`config.mk`:
```
export PLATFORM = sky130hd
export DESIGN_NAME = ex_mem_latch_flat
export DESIGN_NICKNAME = d
export VERILOG_FILES = /design/src/rtl/ex_mem_latch_if.sv /design/src/rtl/ex_mem_latch.sv /design/src/flat_wrapper.sv
export SDC_FILE = /design/constraint.sdc
export NUM_CORES = 1
export LEC_CHECK = 0
export ABC_AREA = 1
export CAP_MARGIN = 0
export CORE_ASPECT_RATIO = 0.9
export CORE_MARGIN = 10
export CORE_UTILIZATION = 47
export DETAILED_ROUTE_END_ITERATION = 8
export HOLD_SLACK_MARGIN = 0.02
export MAX_ROUTING_LAYER = met4
export PLACE_DENSITY = 0.86
export SLEW_MARGIN = 20
export SYNTH_ARGS = -nofsm -noshare
export SYNTH_HDL_FRONTEND = slang
export SYNTH_SLANG_ARGS = --single-unit
```
`constraint.sdc`:
```
create_clock -name i_clk -period 10.4 [get_ports i_clk]
set_clock_uncertainty 0.15 [all_clocks]
set_input_delay 3.12 -clock i_clk [delete_from_list [all_inputs] [get_ports i_clk]]
set_output_delay 3.12 -clock i_clk [all_outputs]
set_load 0.05 [all_outputs]
```
`src/rtl/ex_mem_latch_if.sv`:
```
// EX -> MEM boundary bundle for the EX/MEM pipeline register.
// The i_* group is what the EX stage presents and the o_* group is what
// the MEM stage sees one cycle later.
interface ex_mem_latch_if #(
   parameter int DATA_SIZE     = 32,
   parameter int REG_ADDR_SIZE = 5,
   parameter int PC_SIZE       = 32
);
   logic                     i_enable;
   logic                     i_stall;
   logic                     i_flush;
   logic                     i_valid;
   logic [DATA_SIZE-1:0]     i_alu_result;
   logic                     i_zero;
   logic [DATA_SIZE-1:0]     i_rt_data;
   logic [REG_ADDR_SIZE-1:0] i_write_reg;
   logic [PC_SIZE-1:0]       i_pc_plus4;
   logic                     i_reg_write;
   logic                     i_mem_to_reg;
   logic                     i_mem_read;
   logic                     i_mem_write;
   logic                     i_link;
   logic [1:0]               i_bhw_type;
   logic                     i_load_unsigned;
   logic                     i_halt;

   logic                     o_valid;
   logic [DATA_SIZE-1:0]     o_alu_result;
   logic                     o_zero;
   logic [DATA_SIZE-1:0]     o_rt_data;
   logic [REG_ADDR_SIZE-1:0] o_write_reg;
   logic [PC_SIZE-1:0]       o_pc_plus4;
   logic                     o_reg_write;
   logic                     o_mem_to_reg;
   logic                     o_mem_read;
   logic                     o_mem_write;
   logic                     o_link;
   logic [1:0]               o_bhw_type;
   logic                     o_load_unsigned;
   logic                     o_halt;
   logic [31:0]              o_ex_count;

   // EX-side driver: presents the instruction and sees the latched copy
   modport master (
      output i_enable, i_stall, i_flush, i_valid, i_alu_result, i_zero,
             i_rt_data, i_write_reg, i_pc_plus4, i_reg_write, i_mem_to_reg,
             i_mem_read, i_mem_write, i_link, i_bhw_type, i_load_unsigned,
             i_halt,
      input  o_valid, o_alu_result, o_zero, o_rt_data, o_write_reg,
             o_pc_plus4, o_reg_write, o_mem_to_reg, o_mem_read, o_mem_write,
             o_link, o_bhw_type, o_load_unsigned, o_halt, o_ex_count
   );

   // The pipeline register itself
   modport slave (
      input  i_enable, i_stall, i_flush, i_valid, i_alu_result, i_zero,
             i_rt_data, i_write_reg, i_pc_plus4, i_reg_write, i_mem_to_reg,
             i_mem_read, i_mem_write, i_link, i_bhw_type, i_load_unsigned,
             i_halt,
      output o_valid, o_alu_result, o_zero, o_rt_data, o_write_reg,
             o_pc_plus4, o_reg_write, o_mem_to_reg, o_mem_read, o_mem_write,
             o_link, o_bhw_type, o_load_unsigned, o_halt, o_ex_count
   );
endinterface

```
`src/rtl/ex_mem_latch.sv`:
```
// EX/MEM pipeline register of the five-stage MIPS core.
// Captures the EX result and MEM/WB control bits, supports hold, bubble
// insertion, a sticky halt that freezes everything after HALT has passed,
// and counts the real instructions that leave EX.
module ex_mem_latch #(
   parameter int DATA_SIZE     = 32,
   parameter int REG_ADDR_SIZE = 5,
   parameter int PC_SIZE       = 32
) (
   input  logic          i_clk,
   input  logic          i_reset,
   ex_mem_latch_if.slave bus
);

   // RUN while instructions flow; HALTED once the HALT instruction is latched
   typedef enum logic {
      ST_RUN    = 1'b0,
      ST_HALTED = 1'b1
   } state_t;

   state_t                   r_state;
   logic                     r_valid;
   logic [DATA_SIZE-1:0]     r_aluResult;
   logic                     r_zero;
   logic [DATA_SIZE-1:0]     r_rtData;
   logic [REG_ADDR_SIZE-1:0] r_writeReg;
   logic [PC_SIZE-1:0]       r_pcPlus4;
   logic                     r_regWrite;
   logic                     r_memToReg;
   logic                     r_memRead;
   logic                     r_memWrite;
   logic                     r_link;
   logic [1:0]               r_bhwType;
   logic                     r_loadUnsigned;
   logic [31:0]              r_exCount;

   logic                     w_load;
   logic                     w_haltIn;

   // A load happens only when the stage is enabled and not stalled; flush
   // is checked ahead of this so it beats both hold sources
   assign w_load   = bus.i_enable & ~bus.i_stall;
   // HALT only counts when it rides on a real instruction
   assign w_haltIn = bus.i_halt & bus.i_valid;

   // Pipeline register, halt state machine and instruction counter.
   // Order of precedence: reset, halted freeze, flush (bubble), hold, load.
   always_ff @(posedge i_clk or posedge i_reset) begin
      if (i_reset) begin
         r_state        <= ST_RUN;
         r_valid        <= 1'b0;
         r_aluResult    <= '0;
         r_zero         <= 1'b0;
         r_rtData       <= '0;
         r_writeReg     <= '0;
         r_pcPlus4      <= '0;
         r_regWrite     <= 1'b0;
         r_memToReg     <= 1'b0;
         r_memRead      <= 1'b0;
         r_memWrite     <= 1'b0;
         r_link         <= 1'b0;
         r_bhwType      <= 2'b00;
         r_loadUnsigned <= 1'b0;
         r_exCount      <= '0;
      end else if (r_state == ST_RUN) begin
         if (bus.i_flush) begin
            r_state        <= ST_RUN;
            r_valid        <= 1'b0;
            r_aluResult    <= '0;
            r_zero         <= 1'b0;
            r_rtData       <= '0;
            r_writeReg     <= '0;
            r_pcPlus4      <= '0;
            r_regWrite     <= 1'b0;
            r_memToReg     <= 1'b0;
            r_memRead      <= 1'b0;
            r_memWrite     <= 1'b0;
            r_link         <= 1'b0;
            r_bhwType      <= 2'b00;
            r_loadUnsigned <= 1'b0;
         end else if (w_load) begin
            r_state        <= w_haltIn ? ST_HALTED : ST_RUN;
            r_valid        <= bus.i_valid;
            r_aluResult    <= bus.i_alu_result;
            r_zero         <= bus.i_zero;
            r_rtData       <= bus.i_rt_data;
            r_writeReg     <= bus.i_write_reg;
            r_pcPlus4      <= bus.i_pc_plus4;
            r_regWrite     <= bus.i_reg_write  & bus.i_valid;
            r_memToReg     <= bus.i_mem_to_reg & bus.i_valid;
            r_memRead      <= bus.i_mem_read   & bus.i_valid;
            r_memWrite     <= bus.i_mem_write  & bus.i_valid;
            r_link         <= bus.i_link       & bus.i_valid;
            r_bhwType      <= bus.i_bhw_type;
            r_loadUnsigned <= bus.i_load_unsigned;
            if (bus.i_valid) begin
               r_exCount <= r_exCount + 32'd1;
            end
         end
      end
   end

   assign bus.o_valid         = r_valid;
   assign bus.o_alu_result    = r_aluResult;
   assign bus.o_zero          = r_zero;
   assign bus.o_rt_data       = r_rtData;
   assign bus.o_write_reg     = r_writeReg;
   assign bus.o_pc_plus4      = r_pcPlus4;
   assign bus.o_reg_write     = r_regWrite;
   assign bus.o_mem_to_reg    = r_memToReg;
   assign bus.o_mem_read      = r_memRead;
   assign bus.o_mem_write     = r_memWrite;
   assign bus.o_link          = r_link;
   assign bus.o_bhw_type      = r_bhwType;
   assign bus.o_load_unsigned = r_loadUnsigned;
   assign bus.o_halt          = (r_state == ST_HALTED);
   assign bus.o_ex_count      = r_exCount;

endmodule
```
`src/flat_wrapper.sv`:
```
// flat-port wrapper written by rule: the top's interface ports become plain ports
module ex_mem_latch_flat 
#(
   parameter int DATA_SIZE     = 32,
   parameter int REG_ADDR_SIZE = 5,
   parameter int PC_SIZE       = 32
)
  (i_clk, i_reset, bus_i_enable, bus_i_stall, bus_i_flush, bus_i_valid, bus_i_alu_result, bus_i_zero, bus_i_rt_data, bus_i_write_reg, bus_i_pc_plus4, bus_i_reg_write, bus_i_mem_to_reg, bus_i_mem_read, bus_i_mem_write, bus_i_link, bus_i_bhw_type, bus_i_load_unsigned, bus_i_halt, bus_o_valid, bus_o_alu_result, bus_o_zero, bus_o_rt_data, bus_o_write_reg, bus_o_pc_plus4, bus_o_reg_write, bus_o_mem_to_reg, bus_o_mem_read, bus_o_mem_write, bus_o_link, bus_o_bhw_type, bus_o_load_unsigned, bus_o_halt, bus_o_ex_count);
  ex_mem_latch_if #(.DATA_SIZE(DATA_SIZE), .REG_ADDR_SIZE(REG_ADDR_SIZE), .PC_SIZE(PC_SIZE)) bus_i ();
  input  logic i_clk;
  input  logic i_reset;
  input wire logic [$bits(bus_i.i_enable)-1:0] bus_i_enable;
  input wire logic [$bits(bus_i.i_stall)-1:0] bus_i_stall;
  input wire logic [$bits(bus_i.i_flush)-1:0] bus_i_flush;
  input wire logic [$bits(bus_i.i_valid)-1:0] bus_i_valid;
  input wire logic [$bits(bus_i.i_alu_result)-1:0] bus_i_alu_result;
  input wire logic [$bits(bus_i.i_zero)-1:0] bus_i_zero;
  input wire logic [$bits(bus_i.i_rt_data)-1:0] bus_i_rt_data;
  input wire logic [$bits(bus_i.i_write_reg)-1:0] bus_i_write_reg;
  input wire logic [$bits(bus_i.i_pc_plus4)-1:0] bus_i_pc_plus4;
  input wire logic [$bits(bus_i.i_reg_write)-1:0] bus_i_reg_write;
  input wire logic [$bits(bus_i.i_mem_to_reg)-1:0] bus_i_mem_to_reg;
  input wire logic [$bits(bus_i.i_mem_read)-1:0] bus_i_mem_read;
  input wire logic [$bits(bus_i.i_mem_write)-1:0] bus_i_mem_write;
  input wire logic [$bits(bus_i.i_link)-1:0] bus_i_link;
  input wire logic [$bits(bus_i.i_bhw_type)-1:0] bus_i_bhw_type;
  input wire logic [$bits(bus_i.i_load_unsigned)-1:0] bus_i_load_unsigned;
  input wire logic [$bits(bus_i.i_halt)-1:0] bus_i_halt;
  output wire logic [$bits(bus_i.o_valid)-1:0] bus_o_valid;
  output wire logic [$bits(bus_i.o_alu_result)-1:0] bus_o_alu_result;
  output wire logic [$bits(bus_i.o_zero)-1:0] bus_o_zero;
  output wire logic [$bits(bus_i.o_rt_data)-1:0] bus_o_rt_data;
  output wire logic [$bits(bus_i.o_write_reg)-1:0] bus_o_write_reg;
  output wire logic [$bits(bus_i.o_pc_plus4)-1:0] bus_o_pc_plus4;
  output wire logic [$bits(bus_i.o_reg_write)-1:0] bus_o_reg_write;
  output wire logic [$bits(bus_i.o_mem_to_reg)-1:0] bus_o_mem_to_reg;
  output wire logic [$bits(bus_i.o_mem_read)-1:0] bus_o_mem_read;
  output wire logic [$bits(bus_i.o_mem_write)-1:0] bus_o_mem_write;
  output wire logic [$bits(bus_i.o_link)-1:0] bus_o_link;
  output wire logic [$bits(bus_i.o_bhw_type)-1:0] bus_o_bhw_type;
  output wire logic [$bits(bus_i.o_load_unsigned)-1:0] bus_o_load_unsigned;
  output wire logic [$bits(bus_i.o_halt)-1:0] bus_o_halt;
  output wire logic [$bits(bus_i.o_ex_count)-1:0] bus_o_ex_count;
  assign bus_i.i_enable = bus_i_enable;
  assign bus_i.i_stall = bus_i_stall;
  assign bus_i.i_flush = bus_i_flush;
  assign bus_i.i_valid = bus_i_valid;
  assign bus_i.i_alu_result = bus_i_alu_result;
  assign bus_i.i_zero = bus_i_zero;
  assign bus_i.i_rt_data = bus_i_rt_data;
  assign bus_i.i_write_reg = bus_i_write_reg;
  assign bus_i.i_pc_plus4 = bus_i_pc_plus4;
  assign bus_i.i_reg_write = bus_i_reg_write;
  assign bus_i.i_mem_to_reg = bus_i_mem_to_reg;
  assign bus_i.i_mem_read = bus_i_mem_read;
  assign bus_i.i_mem_write = bus_i_mem_write;
  assign bus_i.i_link = bus_i_link;
  assign bus_i.i_bhw_type = bus_i_bhw_type;
  assign bus_i.i_load_unsigned = bus_i_load_unsigned;
  assign bus_i.i_halt = bus_i_halt;
  assign bus_o_valid = bus_i.o_valid;
  assign bus_o_alu_result = bus_i.o_alu_result;
  assign bus_o_zero = bus_i.o_zero;
  assign bus_o_rt_data = bus_i.o_rt_data;
  assign bus_o_write_reg = bus_i.o_write_reg;
  assign bus_o_pc_plus4 = bus_i.o_pc_plus4;
  assign bus_o_reg_write = bus_i.o_reg_write;
  assign bus_o_mem_to_reg = bus_i.o_mem_to_reg;
  assign bus_o_mem_read = bus_i.o_mem_read;
  assign bus_o_mem_write = bus_i.o_mem_write;
  assign bus_o_link = bus_i.o_link;
  assign bus_o_bhw_type = bus_i.o_bhw_type;
  assign bus_o_load_unsigned = bus_i.o_load_unsigned;
  assign bus_o_halt = bus_i.o_halt;
  assign bus_o_ex_count = bus_i.o_ex_count;
  ex_mem_latch #(.DATA_SIZE(DATA_SIZE), .REG_ADDR_SIZE(REG_ADDR_SIZE), .PC_SIZE(PC_SIZE)) u_core (.i_clk(i_clk), .i_reset(i_reset), .bus(bus_i));
endmodule
```
# Word-level counts from Yosys, hierarchy flattened

Cells that the tools add are included.

Bits in registers: 144
Input port bits: 117
Logic and storage cells: 59

Bitwise operators: 10
Reduce and logical (&&, ||, !) cells: 3
Add/subtract/negate cells: 1
Multiplexer cells: 30

Operators by type and width:

| kind                    | number |
|---|---|
| $mux W32                | 6 |
| $add A32 B1 Y32 const B | 1 |
| $mux W1                 | 20 |
| $mux W5                 | 2 |
| $and A1 B1 Y1           | 7 |
| $mux W2                 | 2 |
| $reduce_and A4 Y1       | 1 |
| $not A1 Y1              | 3 |
| $reduce_and A2 Y1       | 1 |
| $reduce_bool A2 Y1      | 1 |

# Longest topological paths before layout

Gate-level depths: netlist of the first run.

Depth after elaboration: 5
Depth in mapped cells: 9
Gate-level depth less buffers: 9

# Worst setup path before layout of the first run

Ideal clock, no wire load.

Path type: input port to flip-flop
Start point: input port bus_i_enable
End point: register u_core.r_aluResult[0] (netlist: u_core.bus.o_alu_result[0])
Setup time: 0.067 ns
Buffers on the path: 2
Stages: 7
Arrival time: 3.990 ns
Setup slack: 6.192 ns
Path through: inv_1 > nor2_2 > nor2_2 > buf_2 > clkbuf_1 > o21ai_0 > nand2_1

Word-level cells in the longest chain between the ends: 3

Ends and longest elaborated chain:

| element                             | line               | text |
|---|---|---|
| from (decl)                         | flat_wrapper.sv:12 | `input wire logic [$bits(bus_i.i_enable)-1:0] bus_i_enable;` |
| $and A1 B1 Y1                       | ex_mem_latch.sv:42 | `assign w_load = bus.i_enable & ~bus.i_stall;` |
| $reduce_bool A2 Y1 (no source line) | n/a                |  |
| $reduce_and A2 Y1 (no source line)  | n/a                |  |
| to (signal assigned)                | ex_mem_latch.sv:84 | `r_aluResult <= bus.i_alu_result;` |
| to (decl)                           | ex_mem_latch.sv:23 | `logic [DATA_SIZE-1:0] r_aluResult;` |

No other way between the ends.
A chain may end at the register's enable or synchronous reset.

# Worst setup path after layout of the first run

Start point: input port bus_i_enable
End point: register u_core.r_aluResult[8] (netlist: u_core.bus.o_alu_result[8])

Same word-level chain as after synthesis.

==> results of run 1 <==
-- report_power, final --
part | switching [W] | internal (W)
Clock | 0.000230 | 0.000388
Sequential | 0.0000637 | 0.000675
Combinational | 0.000619 | 0.000281
Total | 0.000912 | 0.00134
-- kinds of logic after synthesis --
family | count (synthesis) | share of synthesized area [%]
flops | 144 | 56.3
compound gates | 118 | 9.38
fa+ha+maj | 1 | 0.195
buf+inv | 78 | 5.08
simple gates | 395 | 27.3
xor+xnor | 13 | 1.78
-- per-layer routing --
metal | part of all wire (%) | global-route usage (%)
met3 | 9.6 | 7.29
met2 | 48 | 36.9
met1 | 40 | 28.4
met4 | 1.8 | 7.82
met5 | 0 | -
-- cell usage in the layout, fill, tap and decap left out, types with 2 or more instances in the layout --
cell type / instances
buf_4: 5
dfrtp_1: 143
clkbuf_16: 17
clkinv_2: 5
clkinvlp_4: 3
inv_2: 2
bufinv_16: 3
clkdlybuf4s50_1: 260
o21ai_0: 115
o21bai_1: 2
nand3_1: 115
nor2_4: 6
nor2_1: 41
xnor2_1: 4
clkbuf_8: 2
inv_1: 27
clkbuf_1: 2
xor2_1: 9
nand2_1: 211
nand3b_1: 7
nand4_1: 9
nor2_2: 2
-- metrics by stage --
step                      instances  instance area (sq um)  utilization [%]  total power (W)  hold slack [ns]
after floorplan                 749                   6400                -          0.00130            0.611
after global placement         1134                   9050             67.7          0.00164            0.330
after detailed placement       1134                   9050             67.7          0.00165            0.336
after CTS                      1166                   9650             72.2          0.00227            0.350
after global routing           1166                   9650             72.2          0.00235            0.369
final                          1166                   9650             72.2          0.00226            0.345
-- worst paths after layout --
kind | start | to | slack (ns)
max in group asynchronous | i_reset | u_core.bus.o_rt_data[29] | 5.72
worst max register to register | u_core.bus.o_halt | u_core.bus.o_alu_result[8] | 7.96
worst min register to register | u_core.bus.o_reg_write | u_core.bus.o_reg_write | 0.35
worst min-delay path | u_core.bus.o_reg_write | u_core.bus.o_reg_write | 0.35
worst max-delay path | bus_i_enable | u_core.bus.o_alu_result[8] | 4.98
min in group asynchronous | i_reset | u_core.bus.o_pc_plus4[9] | 3.07
-- worst register-to-register path: stages, from the launching register on --
cell     delay (ns)
dfrtp_2        0.47
nor2_4         0.79
buf_4          0.64
nand3_1        0.21
nand2_1        0.11
-- area by class of cell --
| type | instances | area (sq um) |
|---|---|---|
| Multi-Input combinational cell | 527 | 2480 |
| Clock inverter | 11 | 138 |
| Fill cell | 981 | 3720 |
| Clock buffer | 21 | 460 |
| Timing Repair Buffer | 265 | 2640 |
| Sequential cell | 144 | 3600 |
| Inverter | 30 | 118 |
| Tap cell | 168 | 210 |
==> results.json, run 1 <==
{
  "fin_ws_ns": 4.98,
  "clockBufferDepth": 2,
  "wl_mm": 21.7,
  "async_flop_share_pct": 100,
  "powerDensity_mw_per_mm2": 234,
  "io_buffers": 260,
  "routedWlPerCell_um": 18.7,
  "first_global_vias": 6125,
  "antenna_found_initial": 0,
  "crit_type": "primary input to register",
  "crit_buf_inv": 3,
  "rsz0062_at_grt": "false",
  "antenna_cells": 0,
  "hold_viol": 0,
  "syn2layout_area_growth_pct": 50.7,
  "clk_latency_ns": 0.41,
  "crit_path_frequent_cell": "nor2_4",
  "clockRootBuffer": "clkbuf_16",
  "drv_slew": 0,
  "drt_first_pass_iters": 5,
  "cts.reportedPaths.clkPinSlew_ns": 0.06,
  "grt_overflow": 0,
  "gp_congestion": 0.899,
  "die_w_um": 143,
  "timing.critical_path.cells": "clkdlybuf4s50_1 > inv_1 > nor2_2 > nor2_4 > nor2_4 > buf_4 > nand3_1 > nand2_1",
  "cts.sinks": 144,
  "cts_resized": 0,
  "max_slew.worst_pin.slew_ns": 1.00,
  "cp.depth": 8,
  "synth_edf_count": 0,
  "p_leak_nw": 4.42,
  "endpoint_kind": "register",
  "status": "finished clean",
  "synthFlopType": "dfrtp_1",
  "crit_fanout": 59,
  "cts_tree": "done",
  "numCtsBuffers": 17,
  "drive_gt1_share_pct": 5.01,
  "fp.dieH_um": 131,
  "critPathLaunchType": "primary input",
  "ys_ff_latch": 144,
  "yosysWarnings": 0,
  "yosys-top-cells-area": "dfrtp_1, nand2_1, nand3_1",
  "postRouteAntennaNets": 0,
  "grt_max_degree": 113,
  "ys_types": 24,
  "fin_crit_sh_pct": 52.2,
  "synth_top_area_share_pct": 56.3,
  "coreArea_sq_mm": 0.0134,
  "drc": 0,
  "dr_total_vias": 6254,
  "fin_crit_ns": 5.42,
  "yosysSeqAreaShare_pct": 56.3,
  "cp_top_family": "simple AND/OR/NAND/NOR gates",
  "ctsHoldBuffers": 0,
  "vdd_ir_drop_max_mv": 0.147,
  "vias_per_cell": 5.36,
  "yosysTopAreaCell": "dfrtp_1",
  "setup_viol": 0,
  "pin_count": 261,
  "htree_levels": 4,
  "rows": 40,
  "die-area_sq_mm": 0.0187,
  "synth_common_cells": "nand2_1, dfrtp_1, nand3_1, o21ai_0, nor2_1",
  "relSlewSlack_pct": 33.2,
  "hp-class": "register to register",
  "yosysMostFrequentCell": "nand2_1",
  "dp.final_hpwl_mm": 15.2,
  "grt_pass1_wl_mm": 33.5,
  "slowest_delay_ns": 0.75,
  "tns_ns": 0,
  "cap_violations": 0,
  "grtUsageTotal_pct": 23.5,
  "drt-initial-drc-count": 559,
  "critical-path-slowest-cell": "nor2_4",
  "dp_slack_ns": 4.57,
  "syn_area_sq_mm": 0.00640,
  "ff2ff_path_depth": 4,
  "postCtsSetupBuffers": 0,
  "hold_depth": 2,
  "final_nets": 1103,
  "max_freq_ghz": 0.184,
  "postSynthCellCount": 749,
  "syn_avg_cell_area_sq_um": 8.54,
  "arrival_ns": 5.62,
  "worstPathRequired_ns": 10.59,
  "syn_nets": 867,
  "start_util_pct": 47.9
}
(Power assumes the default switching activity.)
==> run 2: changes to the inputs <==
- CORE_UTILIZATION: 47 -> 43
- PLACE_DENSITY: 0.86 -> 0.8
- clock period: 10.4 -> 5.2 ns (I/O delays scaled with it)
==> results.json, run 2 (synthesis results as in run 1) <==
{
  "cap_violations": 0,
  "clockRootBuffer": "clkbuf_16",
  "critPathLaunchType": "register",
  "rows": 42,
  "endpoint_kind": "output port",
  "cts.reportedPaths.clkPinSlew_ns": 0.06,
  "p_leak_nw": 4.42,
  "powerDensity_mw_per_mm2": 461,
  "grtUsageTotal_pct": 22.3,
  "fp.dieH_um": 136,
  "cts_resized": 0,
  "postRouteAntennaNets": 0,
  "worstPathRequired_ns": 3.49,
  "htree_levels": 4,
  "grt_max_degree": 115,
  "final_nets": 1104,
  "fin_crit_ns": 3.46,
  "syn2layout_area_growth_pct": 51.7,
  "postCtsSetupBuffers": 0,
  "vias_per_cell": 5.26,
  "drt_first_pass_iters": 4,
  "drt-initial-drc-count": 396,
  "dr_total_vias": 6283,
  "final_area_sq_mm": 0.00971,
  "tns_ns": 0,
  "fin_crit_sh_pct": 66.5,
  "slowest_delay_ns": 0.86,
  "utilization_pct": 66.2,
  "gp_congestion": 0.919,
  "clockBufferDepth": 2,
  "relSlewSlack_pct": 30.0,
  "drc": 0,
  "arrival_ns": 1.75,
  "crit_fanout": 6,
  "io_buffers": 260,
  "start_util_pct": 43.7,
  "numCtsBuffers": 17,
  "vdd_ir_drop_max_mv": 0.272,
  "max_freq_ghz": 0.289,
  "crit_type": "register to output port",
  "rsz0062_at_grt": "false",
  "fillers": 1197,
  "pin_count": 261,
  "antenna_found_initial": 0,
  "die_w_um": 149,
  "hold_viol": 0,
  "cts_tree": "done",
  "timing.critical_path.cells": "clkdlybuf4s50_1",
  "hp-class": "register to register",
  "mostFrequentLayoutCells": "clkdlybuf4s50_1, nand2_1, dfrtp_1",
  "final_common_cell": "clkdlybuf4s50_1",
  "dp.final_hpwl_mm": 15.5,
  "drv_slew": 0,
  "critical-path-slowest-cell": "clkdlybuf4s50_1",
  "ctsHoldBuffers": 0,
  "die-area_sq_mm": 0.0202,
  "timing.hold.ws_ns": 0.348,
  "max_slew.worst_pin.slew_ns": 1.05,
  "status": "finished clean",
  "dpl-instance-area_sq_mm": 0.00914,
  "grt_overflow": 0,
  "drive_gt1_share_pct": 4.61,
  "crit_buf_inv": 1,
  "clk_latency_ns": 0.42,
  "cts.sinks": 144,
  "setup_viol": 0,
  "routedWlPerCell_um": 18.5,
  "antenna_cells": 0,
  "cp_top_family": "buffers and inverters",
  "wl_mm": 22.1,
  "first_global_vias": 6128,
  "grt_pass1_wl_mm": 34.5,
  "coreArea_sq_mm": 0.0147
}
==> run 2: stage by stage <==
stage	total power, W	worst slack, ns	std cells
global placement	0.00328	1.60	1165
detailed placement	0.00331	1.54	1165
finish	0.00447	1.74	1195
CTS	0.00451	1.73	1195
floorplan	0.00259	1.68	749
global route	0.00466	1.70	1195
==> run 2: routing by layer <==
metal	vias to the layer above	GRT usage (%)	part of all wire, %	routed length [um]
li1	2952	-	-	-
met1	3065	27.8	42	9200
met2	240	33.9	48	10500
met3	26	6.58	8.7	1920
met4	0	8.09	2.1	459
met5	-	-	0	0
==> run 2: path summary, 6_finish.rpt <==
path | start | to | slack (ns) | cells past startpoint
max in group asynchronous | i_reset | u_core.bus.o_pc_plus4[19] | 2.63 | 3
setup / recovery | u_core.bus.o_ex_count[26] | bus_o_ex_count[26] | 1.74 | 1
hold reg to reg | u_core.bus.o_mem_read | u_core.bus.o_mem_read | 0.35 | 2
hold / removal | u_core.bus.o_mem_read | u_core.bus.o_mem_read | 0.35 | 2
setup reg to reg | u_core.bus.o_halt | u_core.bus.o_ex_count[16] | 2.87 | 7
min in group asynchronous | i_reset | u_core.bus.o_pc_plus4[21] | 1.47 | 2
==> run 2: report_power, final <==
| group | leakage, nW | switching (W) | internal (W) |
|---|---|---|---|
| Sequential | 1.87 | 0.000125 | 0.00135 |
| Combinational | 2.28 | 0.00124 | 0.000568 |
| Clock | 0.269 | 0.000451 | 0.000739 |
| Total | 4.42 | 0.00182 | 0.00266 |
==> run 2: area by class of cell <==
| cell class | instances | area [sq um] | area share (%) |
|---|---|---|---|
| flip-flops and latches | 144 | 3600 | 37.1 |
| repair buffers | 266 | 2700 | 27.8 |
| multi-input cells | 527 | 2480 | 25.5 |
| clock buffers | 25 | 485 | 5.00 |
| well taps | 198 | 248 | 2.55 |
| inverters | 30 | 116 | 1.20 |
| clock inverters | 5 | 80.1 | 0.825 |
==> run 3: changes to the inputs <==
- CORE_UTILIZATION: 43 -> 39
- PLACE_DENSITY: 0.8 -> 0.77
- clock period: 5.2 -> 2.9 ns (I/O delays scaled with it)
==> results.json, run 3 (synthesis results as in run 1) <==
{
  "status": "finished clean",
  "cts_resized": 0,
  "syn2layout_area_growth_pct": 53.4,
  "drc": 0,
  "antenna_found_initial": 0,
  "arrival_ns": 1.76,
  "regToRegSetupSlack_ns": 1.14,
  "cp_top_family": "buffers and inverters",
  "timing.rr.start": "u_core.bus.o_ex_count[1]",
  "fin_crit_sh_pct": 96.0,
  "final_common_cell": "clkdlybuf4s50_1",
  "fp.dieH_um": 142,
  "critPathLaunchType": "register",
  "vias_per_cell": 5.19,
  "setup_viol": 0,
  "first_global_vias": 6041,
  "pin_count": 261,
  "setup.worst_path.end": "bus_o_ex_count[14]",
  "timing.critical_path.cells": "clkdlybuf4s50_1",
  "ff2ff_path_depth": 8,
  "die-area_sq_mm": 0.0219,
  "rsz0062_at_grt": "false",
  "crit_fanout": 6,
  "endpoint_kind": "output port",
  "fin_crit_ns": 2.78,
  "drt-met1-wl_mm": 9.65,
  "wl_mm": 22.4,
  "postCtsSetupBuffers": 0,
  "numCtsBuffers": 17,
  "p_leak_nw": 4.47,
  "cts.reportedPaths.clkPinSlew_ns": 0.05,
  "vdd_ir_drop_max_mv": 0.557,
  "cp.depth": 1,
  "grt_max_degree": 61,
  "clockRootBuffer": "clkbuf_16",
  "postRouteAntennaNets": 0,
  "reg2reg_to": "u_core.bus.o_ex_count[30]",
  "setup.worst_path.start": "u_core.bus.o_ex_count[14]",
  "final_nets": 1114,
  "drt-initial-drc-count": 496,
  "cap_violations": 0,
  "tns_ns": 0,
  "clk_latency_ns": 0.41,
  "final_area_sq_mm": 0.00982,
  "drive_gt1_share_pct": 5.95,
  "critical-path-slowest-cell": "clkdlybuf4s50_1",
  "highest_layer": "met4",
  "hold_viol": 0,
  "gp_congestion": 0.866,
  "drt_first_pass_iters": 5,
  "dp.final_hpwl_mm": 16.1,
  "cts.sinks": 144,
  "die_w_um": 155,
  "slowest_delay_ns": 0.87,
  "drv_slew": 0,
  "start_util_pct": 39.7,
  "dpl.cell_count": 1184,
  "rows": 44,
  "htree_levels": 4,
  "dr_total_vias": 6305,
  "antenna_cells": 0,
  "ctsHoldBuffers": 0,
  "route.met3.wl_mm": 1.97,
  "grtUsageTotal_pct": 20.0,
  "powerDensity_mw_per_mm2": 813,
  "crit_buf_inv": 1,
  "dpl-instance-area_sq_mm": 0.00927,
  "relSlewSlack_pct": 54.9,
  "mostFrequentLayoutCells": "clkdlybuf4s50_1, nand2_1, dfrtp_1",
  "routedWlPerCell_um": 18.4,
  "crit_type": "register to output port",
  "fin_cells": 1215,
  "wl_met2_mm": 10.5,
  "io_buffers": 260,
  "worstPathRequired_ns": 1.88,
  "hp-class": "register to register",
  "max_freq_ghz": 0.359,
  "grt_overflow": 0,
  "cts_tree": "done",
  "clockBufferDepth": 2,
  "max_slew.worst_pin.slew_ns": 0.676,
  "coreArea_sq_mm": 0.0161,
  "grt_pass1_wl_mm": 34.2
}
[run 3: layout make-up]
class / count / area [sq um]
Fill cell: 1405 / 6310
Multi-Input combinational cell: 527 / 2480
Timing Repair Buffer: 276 / 2810
Clock inverter: 9 / 86.3
Inverter: 30 / 118
Tap cell: 207 / 259
Sequential cell: 144 / 3600
Clock buffer: 22 / 464
[run 3: worst min path at each step]
stage | from | to | slack [ns] | depth (start not counted)
after floorplan | u_core.bus.o_ex_count[31] | u_core.bus.o_ex_count[31] | 0.61 | 2
after global placement | u_core.bus.o_mem_to_reg | u_core.bus.o_mem_to_reg | 0.33 | 2
after detailed placement | u_core.bus.o_ex_count[31] | u_core.bus.o_ex_count[31] | 0.34 | 2
after CTS | u_core.bus.o_ex_count[31] | u_core.bus.o_ex_count[31] | 0.36 | 2
after global routing | u_core.bus.o_rt_data[6] | u_core.bus.o_rt_data[6] | 0.38 | 2
final | u_core.bus.o_link | u_core.bus.o_link | 0.35 | 2
[run 3: per-layer routing]
metal  GRT usage [%]  vias up
met2            30.0      302
met4            5.71        0
met3            6.17       15
met5               -        -
met1            25.5     3034
li1                -     2954
[run 3: where the power goes]
group,total [W],internal (W),leakage (nW),switching [W]
sequential,0.00265,0.00242,1.87,0.000233
combinational,0.00327,0.00105,2.34,0.00222
clock,0.00206,0.00122,0.266,0.000838
[run 3: stage by stage]
step	util, %	setup slack, ns	total power (W)	hold WS, ns
final	60.9	0.116	0.00798	0.347
after global routing	60.9	0.0717	0.00832	0.377
after CTS	60.9	0.0976	0.00805	0.358
after detailed placement	57.4	0.141	0.00598	0.341
after global placement	57.4	0.223	0.00594	0.332
after floorplan	-	0.0750	0.00465	0.611
